**src/rtl/trap_ctrl.sv**
```systemverilog
// trap_ctrl: trap sequencer and sole writer of the CSR commit port.
// Trap entry runs MEPC -> MSTATUS -> MCAUSE -> JUMP and MRET runs MSTATUS -> JUMP.
// The pipeline is held from acceptance until the cycle after JUMP.
// Optional feature macro: TRAP_VECTORED_EN. When it is defined, async interrupts
// use vectored mtvec dispatch if mtvec[1:0] == 2'b01.
//
// Handshake: int_type_i and mret_i are level requests that are sampled only in IDLE.
// A source keeps its request asserted until int_ack_o pulses (trap) or jump_o pulses (MRET).
// Requests seen outside IDLE are ignored. ex_busy_i stops the first CSR write until ex has drained.
module trap_ctrl #(
  parameter int          NUM          = 5,
  parameter logic [31:0] CAUSE_ECALL  = 32'h0000000B,
  parameter logic [31:0] CAUSE_EBREAK = 32'h00000003,
  parameter logic [31:0] CAUSE_SWI    = 32'h80000003,
  parameter logic [31:0] CAUSE_TIMER  = 32'h80000007,
  parameter logic [31:0] CAUSE_PLIC   = 32'h8000000B,
  parameter logic [31:0] CAUSE_DEBUG  = 32'h80000010
) (
  input  logic           clk,
  input  logic           rst,
  input  logic [NUM-1:0] int_type_i,
  input  logic [31:0]    inst_addr_i,
  input  logic           mret_i,
  input  logic           ex_busy_i,
  input  logic           global_int_en_i,
  input  logic [31:0]    csr_mtvec_i,
  input  logic [31:0]    csr_mepc_i,
  input  logic [31:0]    csr_mstatus_i,
  output logic [NUM-1:0] int_type_o,
  output logic           csr_wen_o,
  output logic [31:0]    csr_waddr_o,
  output logic [31:0]    csr_wdata_o,
  output logic           hold_o,
  output logic           jump_o,
  output logic [31:0]    jump_addr_o,
  output logic           int_ack_o
);

  // Trap type encodings. Bit 0 separates async interrupts (1) from sync exceptions (0).
  localparam logic [NUM-1:0] INT_ECALL  = NUM'(5'b00010);
  localparam logic [NUM-1:0] INT_EBREAK = NUM'(5'b00100);
  localparam logic [NUM-1:0] INT_SWI    = NUM'(5'b00011);
  localparam logic [NUM-1:0] INT_TIMER  = NUM'(5'b00101);
  localparam logic [NUM-1:0] INT_PLIC   = NUM'(5'b01001);
  localparam logic [NUM-1:0] INT_DEBUG  = NUM'(5'b10001);

  localparam logic [31:0] ADDR_MSTATUS = 32'h00000300;
  localparam logic [31:0] ADDR_MEPC    = 32'h00000341;
  localparam logic [31:0] ADDR_MCAUSE  = 32'h00000342;

  typedef enum logic [2:0] {
    S_IDLE     = 3'd0,
    S_WAIT     = 3'd1,
    S_W_MEPC   = 3'd2,
    S_W_MSTAT  = 3'd3,
    S_W_MCAUSE = 3'd4,
    S_R_MSTAT  = 3'd5,
    S_JUMP     = 3'd6
  } state_e;

  state_e         state_q, state_d;
  logic [NUM-1:0] type_q, type_d;
  logic [31:0]    pc_q, pc_d;
  logic [31:0]    cause_q, cause_d;
  logic           mret_q, mret_d;

  logic           dec_valid;
  logic [31:0]    dec_cause;
  logic           req_sync;
  logic           req_async;
  logic           take_trap;
  logic           take_mret;
  logic           accept;
  logic [31:0]    trap_target;

  // Decode the requested trap type into its mcause value. Unknown codes are not valid.
  always_comb begin
    dec_valid = 1'b1;
    dec_cause = '0;
    case (int_type_i)
      INT_ECALL:  dec_cause = CAUSE_ECALL;
      INT_EBREAK: dec_cause = CAUSE_EBREAK;
      INT_SWI:    dec_cause = CAUSE_SWI;
      INT_TIMER:  dec_cause = CAUSE_TIMER;
      INT_PLIC:   dec_cause = CAUSE_PLIC;
      INT_DEBUG:  dec_cause = CAUSE_DEBUG;
      default:    dec_valid = 1'b0;
    endcase
  end

  // Acceptance priority: sync exception, then MRET, then an enabled async interrupt.
  // Acceptance is blocked while rst is high so that every output stays 0 in IDLE during reset.
  always_comb begin
    req_sync  = dec_valid & ~int_type_i[0];
    req_async = dec_valid & int_type_i[0] & global_int_en_i;
    take_trap = ~rst & (state_q == S_IDLE) & (req_sync | (req_async & ~mret_i));
    take_mret = ~rst & (state_q == S_IDLE) & ~req_sync & mret_i;
    accept    = take_trap | take_mret;
  end

  // Redirect target for trap entry. With the vectored option, async interrupts are offset by cause.
  always_comb begin
    trap_target = csr_mtvec_i;
`ifdef TRAP_VECTORED_EN
    if (type_q[0] && (csr_mtvec_i[1:0] == 2'b01)) begin
      trap_target = {csr_mtvec_i[31:2], 2'b00} + {25'd0, cause_q[4:0], 2'b00};
    end
`endif
  end

  // Next-state logic and latch updates for the sequencer.
  always_comb begin
    state_d = state_q;
    type_d  = type_q;
    pc_d    = pc_q;
    cause_d = cause_q;
    mret_d  = mret_q;
    case (state_q)
      S_IDLE: begin
        if (accept) begin
          type_d  = take_trap ? int_type_i : '0;
          pc_d    = inst_addr_i;
          cause_d = take_trap ? dec_cause : '0;
          mret_d  = take_mret;
          if (ex_busy_i) begin
            state_d = S_WAIT;
          end else if (take_mret) begin
            state_d = S_R_MSTAT;
          end else begin
            state_d = S_W_MEPC;
          end
        end
      end
      S_WAIT: begin
        if (!ex_busy_i) begin
          state_d = mret_q ? S_R_MSTAT : S_W_MEPC;
        end
      end
      S_W_MEPC:   state_d = S_W_MSTAT;
      S_W_MSTAT:  state_d = S_W_MCAUSE;
      S_W_MCAUSE: state_d = S_JUMP;
      S_R_MSTAT:  state_d = S_JUMP;
      S_JUMP: begin
        state_d = S_IDLE;
        type_d  = '0;
        pc_d    = '0;
        cause_d = '0;
        mret_d  = 1'b0;
      end
      default: begin
        state_d = S_IDLE;
        type_d  = '0;
        pc_d    = '0;
        cause_d = '0;
        mret_d  = 1'b0;
      end
    endcase
  end

  // Moore outputs: one CSR write per write state, and the redirect in JUMP.
  // Hold and int_type_o also cover the acceptance cycle.
  always_comb begin
    csr_wen_o   = 1'b0;
    csr_waddr_o = '0;
    csr_wdata_o = '0;
    jump_o      = 1'b0;
    jump_addr_o = '0;
    int_ack_o   = 1'b0;
    hold_o      = (state_q != S_IDLE) | accept;
    int_type_o  = (state_q == S_IDLE) ? (take_trap ? int_type_i : '0) : type_q;
    case (state_q)
      S_W_MEPC: begin
        csr_wen_o   = 1'b1;
        csr_waddr_o = ADDR_MEPC;
        csr_wdata_o = pc_q;
      end
      S_W_MSTAT: begin
        // Save MIE into MPIE, then clear MIE.
        csr_wen_o   = 1'b1;
        csr_waddr_o = ADDR_MSTATUS;
        csr_wdata_o = {csr_mstatus_i[31:8], csr_mstatus_i[3], csr_mstatus_i[6:4],
                       1'b0, csr_mstatus_i[2:0]};
      end
      S_W_MCAUSE: begin
        csr_wen_o   = 1'b1;
        csr_waddr_o = ADDR_MCAUSE;
        csr_wdata_o = cause_q;
      end
      S_R_MSTAT: begin
        // Restore MIE from MPIE, then set MPIE.
        csr_wen_o   = 1'b1;
        csr_waddr_o = ADDR_MSTATUS;
        csr_wdata_o = {csr_mstatus_i[31:8], 1'b1, csr_mstatus_i[6:4],
                       csr_mstatus_i[7], csr_mstatus_i[2:0]};
      end
      S_JUMP: begin
        jump_o      = 1'b1;
        jump_addr_o = mret_q ? csr_mepc_i : trap_target;
        int_ack_o   = ~mret_q;
      end
      default: begin
      end
    endcase
  end

  // State and latch registers. A synchronous reset drops any sequence in progress.
  always_ff @(posedge clk) begin
    if (rst) begin
      state_q <= S_IDLE;
      type_q  <= '0;
      pc_q    <= '0;
      cause_q <= '0;
      mret_q  <= 1'b0;
    end else begin
      state_q <= state_d;
      type_q  <= type_d;
      pc_q    <= pc_d;
      cause_q <= cause_d;
      mret_q  <= mret_d;
    end
  end

endmodule

```
**config.mk**
```make
export PLATFORM = sky130hd
export DESIGN_NAME = trap_ctrl
export DESIGN_NICKNAME = d
export VERILOG_FILES = /design/src/rtl/trap_ctrl.sv
export SDC_FILE = /design/constraint.sdc
export NUM_CORES = 1
export LEC_CHECK = 0
export BUFFER_PORTS_ARGS = -buffer_cell sky130_fd_sc_hd__buf_2
export CAP_MARGIN = 10
export CORE_AREA = 2 2 94 96
export CTS_CLUSTER_DIAMETER = 30
export DETAILED_ROUTE_END_ITERATION = 12
export DIE_AREA = 0 0 96 98
export PLACE_DENSITY = 0.81
export SYNTH_ARGS = -nofsm -noshare
export SYNTH_HDL_FRONTEND = slang
export SYNTH_SLANG_ARGS = --single-unit
```
**constraint.sdc**
```tcl
create_clock -name clk -period 5.2 [get_ports clk]
set_input_delay 0.26 -clock clk [delete_from_list [all_inputs] [get_ports clk]]
set_output_delay 0.26 -clock clk [all_outputs]
set_load 0.01 [all_outputs]
```
* Yosys cells after proc, flatten, opt, wreduce, memory -nomap -nowiden
Cells that the tools add are included.
** Word-level totals
- Memories kept :: 0
- RAM bits :: 0
- Output and inout port bits :: 105
- Memory bits (read-only) :: 0
- Bits in latches :: 0
- Input port bits :: 138
- Flip-flop bits (word level) :: 73
** Operators by class
- Reduce and logical (&&, ||, !) cells :: 9
- Muxes and demuxes :: 26
- Equality and inequality tests :: 14
- $add $sub $neg :: 0
- $mul :: 0
- Bitwise logic cells :: 17
- $lt $le $gt $ge :: 0
- Shifts and indexed selects :: 0
- Divide/modulo/power cells :: 0
** Operators with widths (count)
- 32-bit one-hot mux with 6 select lines :: 1
- 32-bit 2-to-1 mux :: 5
- 32-bit one-hot mux with 2 select lines :: 2
- 32-bit one-hot mux with 4 select lines :: 1
- 10-bit one-hot mux with 3 select lines :: 1
- 3-bit 2-to-1 mux :: 5
- 5-bit 2-to-1 mux :: 3
- 3-bit one-hot mux with 5 select lines :: 1
- 5-bit by 2-bit equality test with 1-bit output (second input constant) :: 2
- 5-bit by 3-bit equality test with 1-bit output (second input constant) :: 2
- 5-bit one-hot mux with 2 select lines :: 1
- 3-bit equality test (second input constant) :: 3
- 1-bit AND :: 8
- 3-bit by 2-bit equality test with 1-bit output (second input constant) :: 2
- 1-bit NOT :: 6
- 6-bit OR reduction :: 1
- 5-bit by 4-bit equality test with 1-bit output (second input constant) :: 1
- 5-bit equality test (second input constant) :: 1
- 1-bit 2-to-1 mux :: 5
- 5-bit OR reduction :: 1
- 2-bit != test (second input constant) :: 2
- 2-bit AND reduction :: 2
- 2-bit OR reduction :: 2
- 4-bit OR reduction :: 1
- other kinds (5) :: 7

* Logic depth before layout (Yosys ltp)
- Word-level depth :: 11
- Mapped depth :: 8
- Depth with buffers taken out :: 5

* Worst setup path before layout
Ideal clock, no wire load.
- Path type :: reg-to-output
- Start point :: register state_q[1]
- End point :: output csr_wdata_o[13]
- Slack :: 3267 ps
- Cell stages (with the launch flop) :: 6
- Data arrival time :: 1673 ps
- Required time :: 4940 ps
- Buffers on the path :: 3
- Path through :: dfxtp_1 > clkbuf_1 > nor3b_1 > clkbuf_1 > buf_1 > a22o_1
** Between the ends
- Longest elaborated chain between the ends :: 2
- Elaborated cells on any way between the ends :: 5
- Classes of those cells :: eq/ne: 4; mux: 1
** RTL lines
- from (decl) :: line 61 : state_e state_q, state_d;
- from (signal assigned) :: line 215 : state_q <= state_d;
- 3-bit equality test or 3-bit by 2-bit equality test with 1-bit output (tied branches) :: line 171 : case (state_q)
- 32-bit one-hot mux with 4 select lines * :: line 171
- to (decl) :: line 32 : output logic [31:0] csr_wdata_o,
Mark *: on every way between the ends. The rest lies on a longest branch, timed or not.

* Worst setup path in the final report
- Start point :: register state_q[0]
- End point :: register pc_q[10]
** Between the ends
- Longest elaborated chain between the ends :: 7
- Elaborated cells on any way between the ends :: 16
- Classes of those cells :: eq/ne: 6; mux: 1; bitwise: 6; reduce/logical: 3
** RTL lines
- 3-bit logical NOT :: line 96, 97, 118
- 1-bit AND :: line 96, 97
- 1-bit AND (2 in series) :: line 97 : take_mret = ~rst & (state_q == S_IDLE) & ~req_sync & mret_i;
- 1-bit OR :: line 98 : accept = take_trap | take_mret;
- 2-bit != test (no line)
- 2-bit AND reduction (no line)
- to (signal assigned) :: line 217 : pc_q <= pc_d;
- to (decl) :: line 63 : logic [31:0] pc_q, pc_d;
Several ways; a longest one is shown, not always the timed one.
A chain may end at the register's enable or synchronous reset.

==> results.md <==
- Status: finished, final reports clean
- Synth Warn #: 0
- Slew Limit Fails: 0
- Row Count: 34
- Cells along the critical path: or3_1 > a211oi_1 > and2_1 > nand2b_1 > buf_4 > a22o_1
- Synth cell types: 35
- GR peak layer: met2
- Hold buffers post-CTS: 0
- Buffers on Ports: 215
- Syn Inst Count: approximately 320
- Kind of critical path: reg -> reg
- Vias/cell: a little under 5
- First-pass GRT wire length: 13,700 um
- CP delay by family, top: simple AND/OR/NAND/NOR gates
- Initial Utilization: between 30% and 40%
- Final Hold Fails: 0
- Drt drc: 0
- Peak Freq: 290 MHz
- CP startpoint kind: flop
- Sequential share of the synthesized area: 31.9%
- Leak: 2.09 nW
- Fin crit share: 66.3%
- Largest area contributor in the netlist: dfxtp_1
- Crit end category: flop
- Met3 GRT Util: 3.86%
- CTS sink cnt: 46
- Sw Pwr: 0.676 mW
- Clock root buffer: clkbuf_8
- Post-cts gate resize count: 0
- Clk Latency, worst-skew pair: 300 ps
- Drt wl/cell: 14.1 um
- First element of the critical path: state_q[0]
- Pre-antenna DRT Iters: 4
- Area grow syn2layout: 37.2%
- Pint: 0.916 mW
- Layout Nets: 654
- Antenna diodes: 0
- Tmin final: 3450 ps
- Comb pwr share: 48.5%
- Die W: around 96 um
- Syn_area_per_cell: 9.00 sq um
- Number of I/O pins: 243
- Die Footprint: 0.00941 sq mm
- Crit path max-delay cell type: nand2b_1
- Leading cell types in the layout, fill and taps excluded: buf_2 (215), a22o_1 (71), dfxtp_1 (45), nor2_1 (43), mux2i_1 (42)
- Longest Clk Path Bufs: 2
- Mapped cell area: 0.00289 sq mm
- Worst path arrival time: 3700 ps
- Final wirelength: around 8800 um
- Worst Hold Launch: inst_addr_i[3]
- Worst EP required: 5450 ps
- Antenna viol nets, final: 0
- H-tree levels: 2
- DR iter-0 viols: 64
- CTS tree: built
- Maximum capacitance violations: 0
- Finished Core Util: 46.8%
- Synth Register Bits: 46
- CP max stage delay: roughly 940 ps
- Vias in the first global route: 2,915
- Cell Pwr Density: 402 mW/mm^2
- Buf+Inv Stages, Crit Path: 1
- Die H: 98 um
- Setup TNS: 0 ps
- Synth top area share: 31.9%
- Leading cell type in the layout, fill and taps excluded: buf_2
- Post-CTS Setup Bufs: 0
- Clock power share: ~14%
- Seq pwr share: between 30 and 40%
- Final setup violation count: 0
- Largest net degree at the start of global routing: 38
- Switching share of total power: 42.5%
- Initial antenna violation count: 0
- Critical path peak fanout: 31
- Worst hold path type: in -> reg
- WHS: between 150 and 200 ps
- Core area: approximately 0.0085 sq mm
- GR Layer Usage met1: 23.6%
- Layout Skew: roughly 17 ps
- Relative slew slack: 22.8%
- HPWL after DPL: 7110 um
- M2 GR Usage: 30.1%
- GRT Resource Usage Total: 18.0%
- Worst ir drop on vdd: roughly 0.00023 V
- Gpl congestion: 0.841
- Fraction of final layout cells sized beyond drive strength 1: 45.1%
- Top post-synthesis cells by area: dfxtp_1 (32%), a22o_1 (22%), mux2i_1 (15%)
- Detailed-route via count: 3,060
- GRT overflow: 0
- RSZ-0062 raised after global routing: false
- Reg clk slew, reported paths: 90 ps
- Worst r2r src: state_q[0]
- Worst slew pin tran: ~1200 ps
- Num CTS Buffers: 5
cell families after synthesis:
family / after synthesis / synth area share (%)
buffers and inverters: 61 / 13.5
DFF: 46 / 31.9
and+or+nand+nor: 66 / 10.1
AOI/OAI and AO/OA: 103 / 29.2
other: 1 / 0.130
xor gates and xnor gates: 2 / 0.607
muxes: 42 / 14.6
stage by stage:
step                      power, mW  cells  instance area, sq um  setup slack, ps
final                          1.59    625                  3960             1750
after global routing           1.72    625                  3960             1470
after CTS                      1.61    624                  3950             1730
after detailed placement       1.38    616                  3850             1740
after global placement         1.35    616                  3850             1930
after floorplan                1.19    347                  2990             3270
cell type report:
type	instances	area, sq um
Fill cell	820	4500
Multi-Input combinational cell	240	1680
Timing Repair Buffer	219	1110
Sequential cell	46	922
Tap cell	108	135
Clock buffer	5	68.8
Clock inverter	3	23.8
Inverter	4	15.0
final timing paths:
| path | depth (start not counted) | slack, ps | endpoint |
|---|---|---|---|
| setup / recovery | 6 | 1750 | pc_q[10] |
| hold / removal | 2 | 160 | pc_q[3] |
| setup reg to reg | 6 | 1750 | pc_q[10] |
| hold reg to reg | 1 | 490 | type_q[3] |
state kept, by name, summed over array words and instances (netlist names):
name,flops
type_q,5
mret_q,1
cause_q,5
state_q,3
pc_q,32
power by group through the flow:
| stage | Sequential [mW] | Combinational [mW] | Clock (mW) |
|---|---|---|---|
| 4_1_cts | 0.598 | 0.777 | 0.232 |
| 2_1_floorplan | 0.495 | 0.699 | 0 |
| 3_3_place_gp | 0.597 | 0.753 | 0 |
| 3_5_place_dp | 0.604 | 0.776 | 0 |
| 6_report | 0.597 | 0.772 | 0.223 |
| 5_1_grt | 0.619 | 0.856 | 0.247 |
synth_stat cells:
cell      number
a211oi_1       2
a32o_1         3
nor2_1        43
a22o_1        71
o21a_1         1
and2_1         2
inv_1          4
o22ai_2        1
o21ai_0        6
buf_4         32
nand2b_1       4
or2_1          1
nand3_1        1
dfxtp_1       46
nand2_1        6
o31ai_1        3
or3b_1         1
clkbuf_1      12
nor3b_1        1
a21bo_1        1
nor2b_1        3
conb_1         1
buf_1          6
mux2i_1       42
a21bo_2        1
xnor2_1        2
o22ai_1        6
nor3_1         1
or3_1          2
a211o_1        1
a221oi_1       1
a21oi_1        6
buf_2          2
or2_2          1
buf_6          5
metal layers:
metal / up-vias / wire, um
met5: - / 0
met4: 0 / 68
met3: 6 / 582
met2: 119 / 4450
met1: 1417 / 3700
li1: 1518 / -
(Power assumes the default switching activity.)
